## src/rtl/pipelined_csel_subtractor_pkg.sv

```systemverilog
// Shared constants and result record for the pipelined carry-select subtractor.
// The result struct is also consumed by the ALU flag path.
package pipelined_csel_subtractor_pkg;

  localparam int WIDTH      = 32;
  localparam int BLOCK      = 4;
  localparam int NUM_SLICES = WIDTH / BLOCK;

  typedef struct packed {
    logic [WIDTH-1:0] diff;
    logic             borrow;
    logic             overflow;
    logic             zero;
  } sub_result_t;

endpackage

```

## src/rtl/pipelined_csel_subtractor_csel_slice4.sv

```systemverilog
// Carry-select slice: both carry-in cases are summed in parallel,
// and the incoming carry only drives the final mux.
module csel_slice4 #(
  parameter int BLOCK = 4
) (
  input  logic [BLOCK-1:0] x,
  input  logic [BLOCK-1:0] y,
  input  logic             cin,
  output logic [BLOCK-1:0] sum,
  output logic             cout
);

  logic [BLOCK:0] res_c0;
  logic [BLOCK:0] res_c1;

  assign res_c0 = {1'b0, x} + {1'b0, y};
  assign res_c1 = {1'b0, x} + {1'b0, y} + {{BLOCK{1'b0}}, 1'b1};

  assign sum  = cin ? res_c1[BLOCK-1:0] : res_c0[BLOCK-1:0];
  assign cout = cin ? res_c1[BLOCK]     : res_c0[BLOCK];

endmodule

```

## src/rtl/pipelined_csel_subtractor.sv

```systemverilog
// Two-stage a - b (as a + ~b + 1) with a valid/ready handshake on both sides.
// The low half resolves in stage 1; the high half selects on the registered mid carry.
module pipelined_csel_subtractor #(
  parameter int WIDTH = pipelined_csel_subtractor_pkg::WIDTH,
  parameter int BLOCK = pipelined_csel_subtractor_pkg::BLOCK
) (
  input  logic             clk,
  input  logic             rst_n,
  input  logic             in_valid,
  output logic             in_ready,
  input  logic [WIDTH-1:0] a,
  input  logic [WIDTH-1:0] b,
  output logic             out_valid,
  input  logic             out_ready,
  output logic [WIDTH-1:0] diff,
  output logic             borrow,
  output logic             overflow,
  output logic             zero
);

  localparam int HALF = WIDTH / 2;
  localparam int NH   = HALF / BLOCK;

  logic [WIDTH-1:0] b_n;
  logic [HALF-1:0]  lo_sum;
  logic [HALF-1:0]  hi_sum;

  logic             s1_valid;
  logic [HALF-1:0]  s1_lo_diff;
  logic             s1_mid_c;
  logic [HALF-1:0]  s1_a_hi;
  logic [HALF-1:0]  s1_nb_hi;
  logic             s1_a_msb;
  logic             s1_b_msb;

  logic             s2_free;
  logic             accept;
  logic             xfer;
  logic [WIDTH-1:0] s2_diff;
  logic             s2_borrow;
  logic             s2_overflow;
  logic             s2_zero;

  assign b_n = ~b;

  // Low half: carry chain starts at 1 (the +1 of two's complement negation).
  for (genvar i = 0; i < NH; i++) begin : g_lo
    logic cin;
    logic cout;
    if (i == 0) begin : g_first
      assign cin = 1'b1;
    end else begin : g_next
      assign cin = g_lo[i-1].cout;
    end
    csel_slice4 #(.BLOCK(BLOCK)) u_slice (
      .x    (a[i*BLOCK +: BLOCK]),
      .y    (b_n[i*BLOCK +: BLOCK]),
      .cin  (cin),
      .sum  (lo_sum[i*BLOCK +: BLOCK]),
      .cout (cout)
    );
  end

  for (genvar i = 0; i < NH; i++) begin : g_hi
    logic cin;
    logic cout;
    if (i == 0) begin : g_first
      assign cin = s1_mid_c;
    end else begin : g_next
      assign cin = g_hi[i-1].cout;
    end
    csel_slice4 #(.BLOCK(BLOCK)) u_slice (
      .x    (s1_a_hi[i*BLOCK +: BLOCK]),
      .y    (s1_nb_hi[i*BLOCK +: BLOCK]),
      .cin  (cin),
      .sum  (hi_sum[i*BLOCK +: BLOCK]),
      .cout (cout)
    );
  end

  assign s2_diff     = {hi_sum, s1_lo_diff};
  assign s2_borrow   = ~g_hi[NH-1].cout;
  assign s2_overflow = (s1_a_msb != s1_b_msb) && (hi_sum[HALF-1] != s1_a_msb);
  assign s2_zero     = (s2_diff == '0);

  assign s2_free  = !out_valid || out_ready;
  assign in_ready = !s1_valid || s2_free;
  assign accept   = in_valid && in_ready;
  assign xfer     = s1_valid && s2_free;

  always_ff @(posedge clk) begin
    if (!rst_n) begin
      s1_valid   <= 1'b0;
      s1_lo_diff <= '0;
      s1_mid_c   <= 1'b0;
      s1_a_hi    <= '0;
      s1_nb_hi   <= '0;
      s1_a_msb   <= 1'b0;
      s1_b_msb   <= 1'b0;
      out_valid  <= 1'b0;
      diff       <= '0;
      borrow     <= 1'b0;
      overflow   <= 1'b0;
      zero       <= 1'b0;
    end else begin
      if (accept) begin
        s1_valid   <= 1'b1;
        s1_lo_diff <= lo_sum;
        s1_mid_c   <= g_lo[NH-1].cout;
        s1_a_hi    <= a[WIDTH-1:HALF];
        s1_nb_hi   <= b_n[WIDTH-1:HALF];
        s1_a_msb   <= a[WIDTH-1];
        s1_b_msb   <= b[WIDTH-1];
      end else if (xfer) begin
        s1_valid <= 1'b0;
      end

      if (xfer) begin
        out_valid <= 1'b1;
        diff      <= s2_diff;
        borrow    <= s2_borrow;
        overflow  <= s2_overflow;
        zero      <= s2_zero;
      end else if (out_ready) begin
        out_valid <= 1'b0;
      end
    end
  end

endmodule

```

## config.mk

```make
export PLATFORM = sky130hd
export DESIGN_NAME = pipelined_csel_subtractor
export DESIGN_NICKNAME = d
export VERILOG_FILES = /design/src/rtl/pipelined_csel_subtractor_pkg.sv /design/src/rtl/pipelined_csel_subtractor_csel_slice4.sv /design/src/rtl/pipelined_csel_subtractor.sv
export SDC_FILE = /design/constraint.sdc
export NUM_CORES = 1
export LEC_CHECK = 0
export ABC_AREA = 0
export CELL_PAD_IN_SITES_DETAIL_PLACEMENT = 0
export CELL_PAD_IN_SITES_GLOBAL_PLACEMENT = 2
export CORE_ASPECT_RATIO = 1.25
export CORE_UTILIZATION = 31
export CTS_BUF_LIST = sky130_fd_sc_hd__clkbuf_8
export DETAILED_ROUTE_END_ITERATION = 10
export PLACE_DENSITY = 0.81
export SKIP_CTS_REPAIR_TIMING = 1
export SYNTH_ARGS = -nofsm -noshare
export SYNTH_HDL_FRONTEND = slang
export SYNTH_SLANG_ARGS = --single-unit
export TNS_END_PERCENT = 5
```

## constraint.sdc

```tcl
create_clock -name clk -period 4.25 [get_ports clk]
set_input_delay 0.85 -clock clk [delete_from_list [all_inputs] [get_ports clk]]
set_output_delay 0.85 -clock clk [all_outputs]
set_load 0.02 [all_outputs]
```

==> results of run 1 <==
worst max-delay path: stages (launching register included):
cell	delay, ps
dfxtp_1	330
ha_1	220
fa_1	600
ha_1	250
inv_1	60
a211oi_1	190
or4b_4	540
nand2_2	150
mux2_4	340
a221oi_2	280
xnor2_1	170
or3b_1	380
a31oi_1	150
registers in the layout (all words and copies together), names as in the netlist:
signal      flops
g_hi.cin        1
overflow        1
s1_lo_diff     16
s1_nb_hi       16
s1_b_msb        1
borrow          1
diff           32
s1_a_hi        16
s1_valid        1
out_valid       1
zero            1
worst paths after layout:
path / depth (start not counted) / slack [ps] / from / end
setup / recovery: 12 / 520 / s1_nb_hi[4] / overflow
hold / removal: 2 / 460 / diff[5] / diff[5]
setup reg to reg: 12 / 520 / s1_nb_hi[4] / overflow
hold reg to reg: 2 / 460 / diff[5] / diff[5]
layout make-up:
cell class / instances / area, um^2
flip-flops and latches: 87 / 1742
fillers: 1670 / 9178
clock buffers: 10 / 137.6
well taps: 212 / 265.3
multi-input cells: 428 / 2943
inverters: 38 / 142.6
clock inverters: 6 / 76.32
repair buffers: 110 / 1086
kinds of logic (layout without fill, tap and decap cells):
kind of cell             after synthesis  after routing  share of synthesized area (%)
XOR/XNOR                              42             42                          7.449
multiplexers                           9              9                          2.027
adder cells (fa/ha/maj)               47             47                          13.12
AND/OR/NAND/NOR                      191            191                          17.71
buffers and inverters                 66            164                          5.320
flip-flops                            87             87                          35.27
AO/OA/AOI/OAI                        139            139                          19.10
where the power goes:
group          internal (uW)  switching [uW]  total, uW  leakage, uW
clock network            298             327        625     0.000109
registers                871            38.4        910     0.000717
logic                    245             269        515      0.00184
cells in the final DEF (no fill, tap or decap), drive strengths merged, types with 3 or more instances in the layout:
master / instances
nor2b: 7
fa: 8
o21ai: 10
nand3: 5
xnor2: 28
a21o: 15
nand2b: 3
and2: 5
clkbuf: 10
mux2i: 7
xor2: 14
dfxtp: 87
nor4: 4
nand4: 9
buf: 6
nand2: 85
a211oi: 36
nor2: 52
inv: 41
nor3: 5
a21oi: 60
ha: 39
clkdlybuf4s50: 104
metal layers:
metal / vias to the layer above / global-route usage, % / wire, um
met5: - / 0 / 0
met4: 0 / 5.878 / 233
met3: 13 / 3.608 / 549
met2: 83 / 27.71 / 6010
met1: 1921 / 16.76 / 5201
li1: 2182 / - / -
per-stage QoR:
| step | setup WS (ps) | area, um^2 | std cells | power [uW] | util (%) |
|---|---|---|---|---|---|
| 3_5_place_dp | 97.57 | 6178 | 875 | 1450 | 39.68 |
| 2_1_floorplan | 869.8 | 4938 | 581 | 1260 | - |
| 5_1_grt | 282.9 | 6392 | 891 | 2179 | 41.06 |
| 3_3_place_gp | 185.9 | 6178 | 875 | 1440 | 39.68 |
| 4_1_cts | 495.3 | 6392 | 891 | 2084 | 41.06 |
| 6_report | 520.4 | 6392 | 891 | 2049 | 41.06 |
==> results_dict.tcl, run 1 <==
set metrics [dict create \
    drive_above_1_share_pct 6.333 \
    power.density_nw_per_um2 320.6 \
    drc 0 \
    antennaDiodeCount 0 \
    dieArea_um2 16440 \
    gp_congestion 0.7528 \
    drt_pass1_iterations 4 \
    row_count 51 \
    hp-class "reg2reg" \
    synth_area_per_cell_um2 8.500 \
    ys_ff_latch 87 \
    ys_seq_area_share_pct 35.27 \
    slew_headroom_pct 20.02 \
    slew_viol_final 0 \
    synth_most_common_cell "dfxtp_1" \
    grt_pass1_wl_mm 19.37 \
    clkSlewWorstSetupHoldPaths_ps 100 \
    port_buffers 104 \
    dp_hpwl_mm 9.000 \
    syn-num-nets 696 \
    worstPathRequired_ps 4540 \
    core_um2 15570 \
    clk_latency_ps 360 \
    maxCapViolations 0 \
    wl_per_cell_um 13.46 \
    dr.first_iter.drc_count 166 \
    hold-worst-slack_ps 458.8 \
    status "complete, no violations" \
    grt_pass1_vias 4050 \
    synth_area_leaders "dfxtp_1 (35%), ha_1 (9.9%), nand2_1 (6.4%), a21oi_1 (5.9%), a211oi_1 (5.5%)" \
    setup_tns_ps 0 \
    cts_tree "done" \
    htreeDepth 3 \
    antenna_found_initial 0 \
    root_buffer "clkbuf_8" \
    grt_max_degree 80 \
    crit_fanout 5 \
    cp-start-kind "flip-flop" \
    synth_area_um2 4938 \
    num_vias 4199 \
    drt.antenna.violating_nets 0 \
    clockBufferDepth 2 \
    dieWidth_um 114.9 \
    start_util_pct 31.72 \
    routed_wl_mm 11.99 \
    endpoint_kind "flip-flop" \
    pin_count 105 \
    ys_types 63 \
    synth_common_cells "dfxtp_1 (87), nand2_1 (84), a21oi_1 (58), nor2_1 (52), ha_1 (39)" \
    vias_per_cell 4.713 \
    period_needed_ps 3730 \
    synth_edf_count 0 \
    die_h_um 143.1 \
    hold_viol 0 \
    rsz0062_at_grt "false" \
    yosysWarningCount 0 \
    total_leakage_power_uw 0.002662 \
    finish.net_count 789 \
    cts_made_buffers 9 \
    setup_viol 0 \
    grt-ovfl-total 0 \
    min_period_over_period_pct 87.75 \
    critical_path_class "reg2reg" \
    worst_slew_pin_slew_ps 1200 \
    yosys.area.top_type "dfxtp_1" \
    clock-skew-final_ps 9.421 \
    ir_drop_uv 123.9 \
    synthDominantCellAreaShare_pct 35.27 \
    grt_usage_pct 15.17 \
    synth_ff_type "dfxtp_1" \
    max_freq_mhz 268.1 \
    syn2layout_area_growth_pct 29.44 \
    cts.sinks 87 \
    synthArstFlopShare_pct 0 \
    arrival_ps 4020 \
    synth_cells 581 \
]
Note: power is estimated with default switching activity, not from simulation.
==> run 2, diff against run 1 <==
Settings changed: CTS_BUF_LIST sky130_fd_sc_hd__clkbuf_8 to sky130_fd_sc_hd__clkbuf_4.
==> results_dict.tcl, run 2 (synthesis gave the netlist of run 1 again) <==
set metrics [dict create \
    status "complete, no violations" \
    die_h_um 143.1 \
    p_sw_uw 619.9 \
    grt_pass1_vias 4058 \
    clk_latency_ps 450 \
    grt_pass1_wl_mm 19.28 \
    start_util_pct 31.72 \
    dieWidth_um 114.9 \
    rsz0062_at_grt "false" \
    p_sw_share_pct 32.20 \
    pin_count 105 \
    crit_fanout 5 \
    grt-ovfl-total 0 \
    arrival_ps 4130 \
    final_core_util_pct 40.63 \
    drc 0 \
    period_needed_ps 3747 \
    cp-start-kind "flip-flop" \
    cts.sinks 87 \
    dr.first_iter.drc_count 145 \
    maxCapViolations 0 \
    setup_viol 0 \
    root_buffer "clkbuf_4" \
    core_um2 15570 \
    hp-class "reg2reg" \
    dieArea_um2 16440 \
    setup_tns_ps 0 \
    min_period_over_period_pct 88.17 \
    p_clk_share_pct 26.0 \
    critical_path_class "reg2reg" \
    drt_pass1_iterations 4 \
    internal_power_uw 1305 \
    syn2layout_area_growth_pct 28.10 \
    slew_viol_final 0 \
    antennaDiodeCount 0 \
    routed_wl_mm 11.92 \
    worst_slew_pin_slew_ps 1192 \
    p_seq_share_pct 47.3 \
    hold_viol 0 \
    antenna_found_initial 0 \
    clock-skew-final_ps 14.66 \
    num_vias 4187 \
    drt.antenna.violating_nets 0 \
    regMostFlops "diff" \
    slew_headroom_pct 20.52 \
    endpoint_kind "flip-flop" \
    ir_drop_uv 111.7 \
    total_leakage_power_uw 0.002633 \
    port_buffers 104 \
    clkSlewWorstSetupHoldPaths_ps 160 \
    largest_reg_flops 32 \
    wl_per_cell_um 13.38 \
    grt_usage_pct 15.11 \
    cts_tree "done" \
    grt_max_degree 80 \
    row_count 51 \
    power_frac_comb_pct 26.7 \
    vias_per_cell 4.699 \
    power.density_nw_per_um2 304.3 \
    cts_made_buffers 9 \
    dp_hpwl_mm 9.000 \
    clockBufferDepth 2 \
    worstPathRequired_ps 4630 \
    rrSetupSlack_ps 500 \
    hold-worst-slack_ps 464.8 \
    max_freq_mhz 266.9 \
    final_common_cell "clkdlybuf4s50_1" \
    finish.net_count 789 \
    htreeDepth 3 \
    drive_above_1_share_pct 6.186 \
    gp_congestion 0.7528 \
    layout_common_cells "clkdlybuf4s50_1 (104), dfxtp_1 (87), nand2_1 (84)" \
]
## run 2: changes by cell type in the layout (fill, tap and decap cells not counted), sizes merged
cell / change
clkbuf: -1
clkinv: +1
## run 2: layout make-up
type | count | area (um^2)
clock buffers | 9 | 67.56
clock inverters | 7 | 80.08
fillers | 1672 | 9244
inverters | 38 | 142.6
multi-input cells | 428 | 2943
flip-flops and latches | 87 | 1742
well taps | 212 | 265.3
repair buffers | 110 | 1086
## run 2: worst paths after layout
path	cells past startpoint	from	endpoint
setup / recovery	12	s1_nb_hi[4]	overflow
hold / removal	2	diff[5]	diff[5]
setup reg to reg	12	s1_nb_hi[4]	overflow
hold reg to reg	2	diff[5]	diff[5]
## run 2: power groups by stage
| stage | sequential [uW] | clock [uW] | combinational [uW] |
|---|---|---|---|
| after floorplan | 941 | 0 | 318 |
| after global placement | 929 | 0 | 511 |
| after detailed placement | 930 | 0 | 520 |
| after CTS | 912 | 526 | 523 |
| after global routing | 919 | 559 | 576 |
| final | 910 | 501 | 514 |
## run 2: stage by stage
| step | total power [uW] | cells | worst slack, ps | instance area (um^2) |
|---|---|---|---|---|
| final | 1925 | 891 | 502.6 | 6326 |
| after global routing | 2053 | 891 | 336.9 | 6326 |
| after CTS | 1961 | 891 | 484.9 | 6326 |
| after detailed placement | 1450 | 875 | 97.57 | 6178 |
| after global placement | 1440 | 875 | 185.9 | 6178 |
| after floorplan | 1260 | 581 | 869.8 | 4938 |
## run 2: worst max-delay path, cell delays in order (launching register included)
cell      delay (ps)
dfxtp_1          350
ha_1             220
fa_1             600
ha_1             250
inv_1             60
a211oi_1         190
or4b_4           540
nand2_2          150
mux2_4           340
a221oi_2         280
xnor2_1          170
or3b_1           380
a31oi_1          150
## run 2: routing by layer
metal	GRT usage [%]	up-vias	routed length [um]
met4	6.699	0	306
met2	27.62	86	5955
met3	3.014	17	588
met5	0	-	0
li1	-	2184	-
met1	16.71	1900	5072
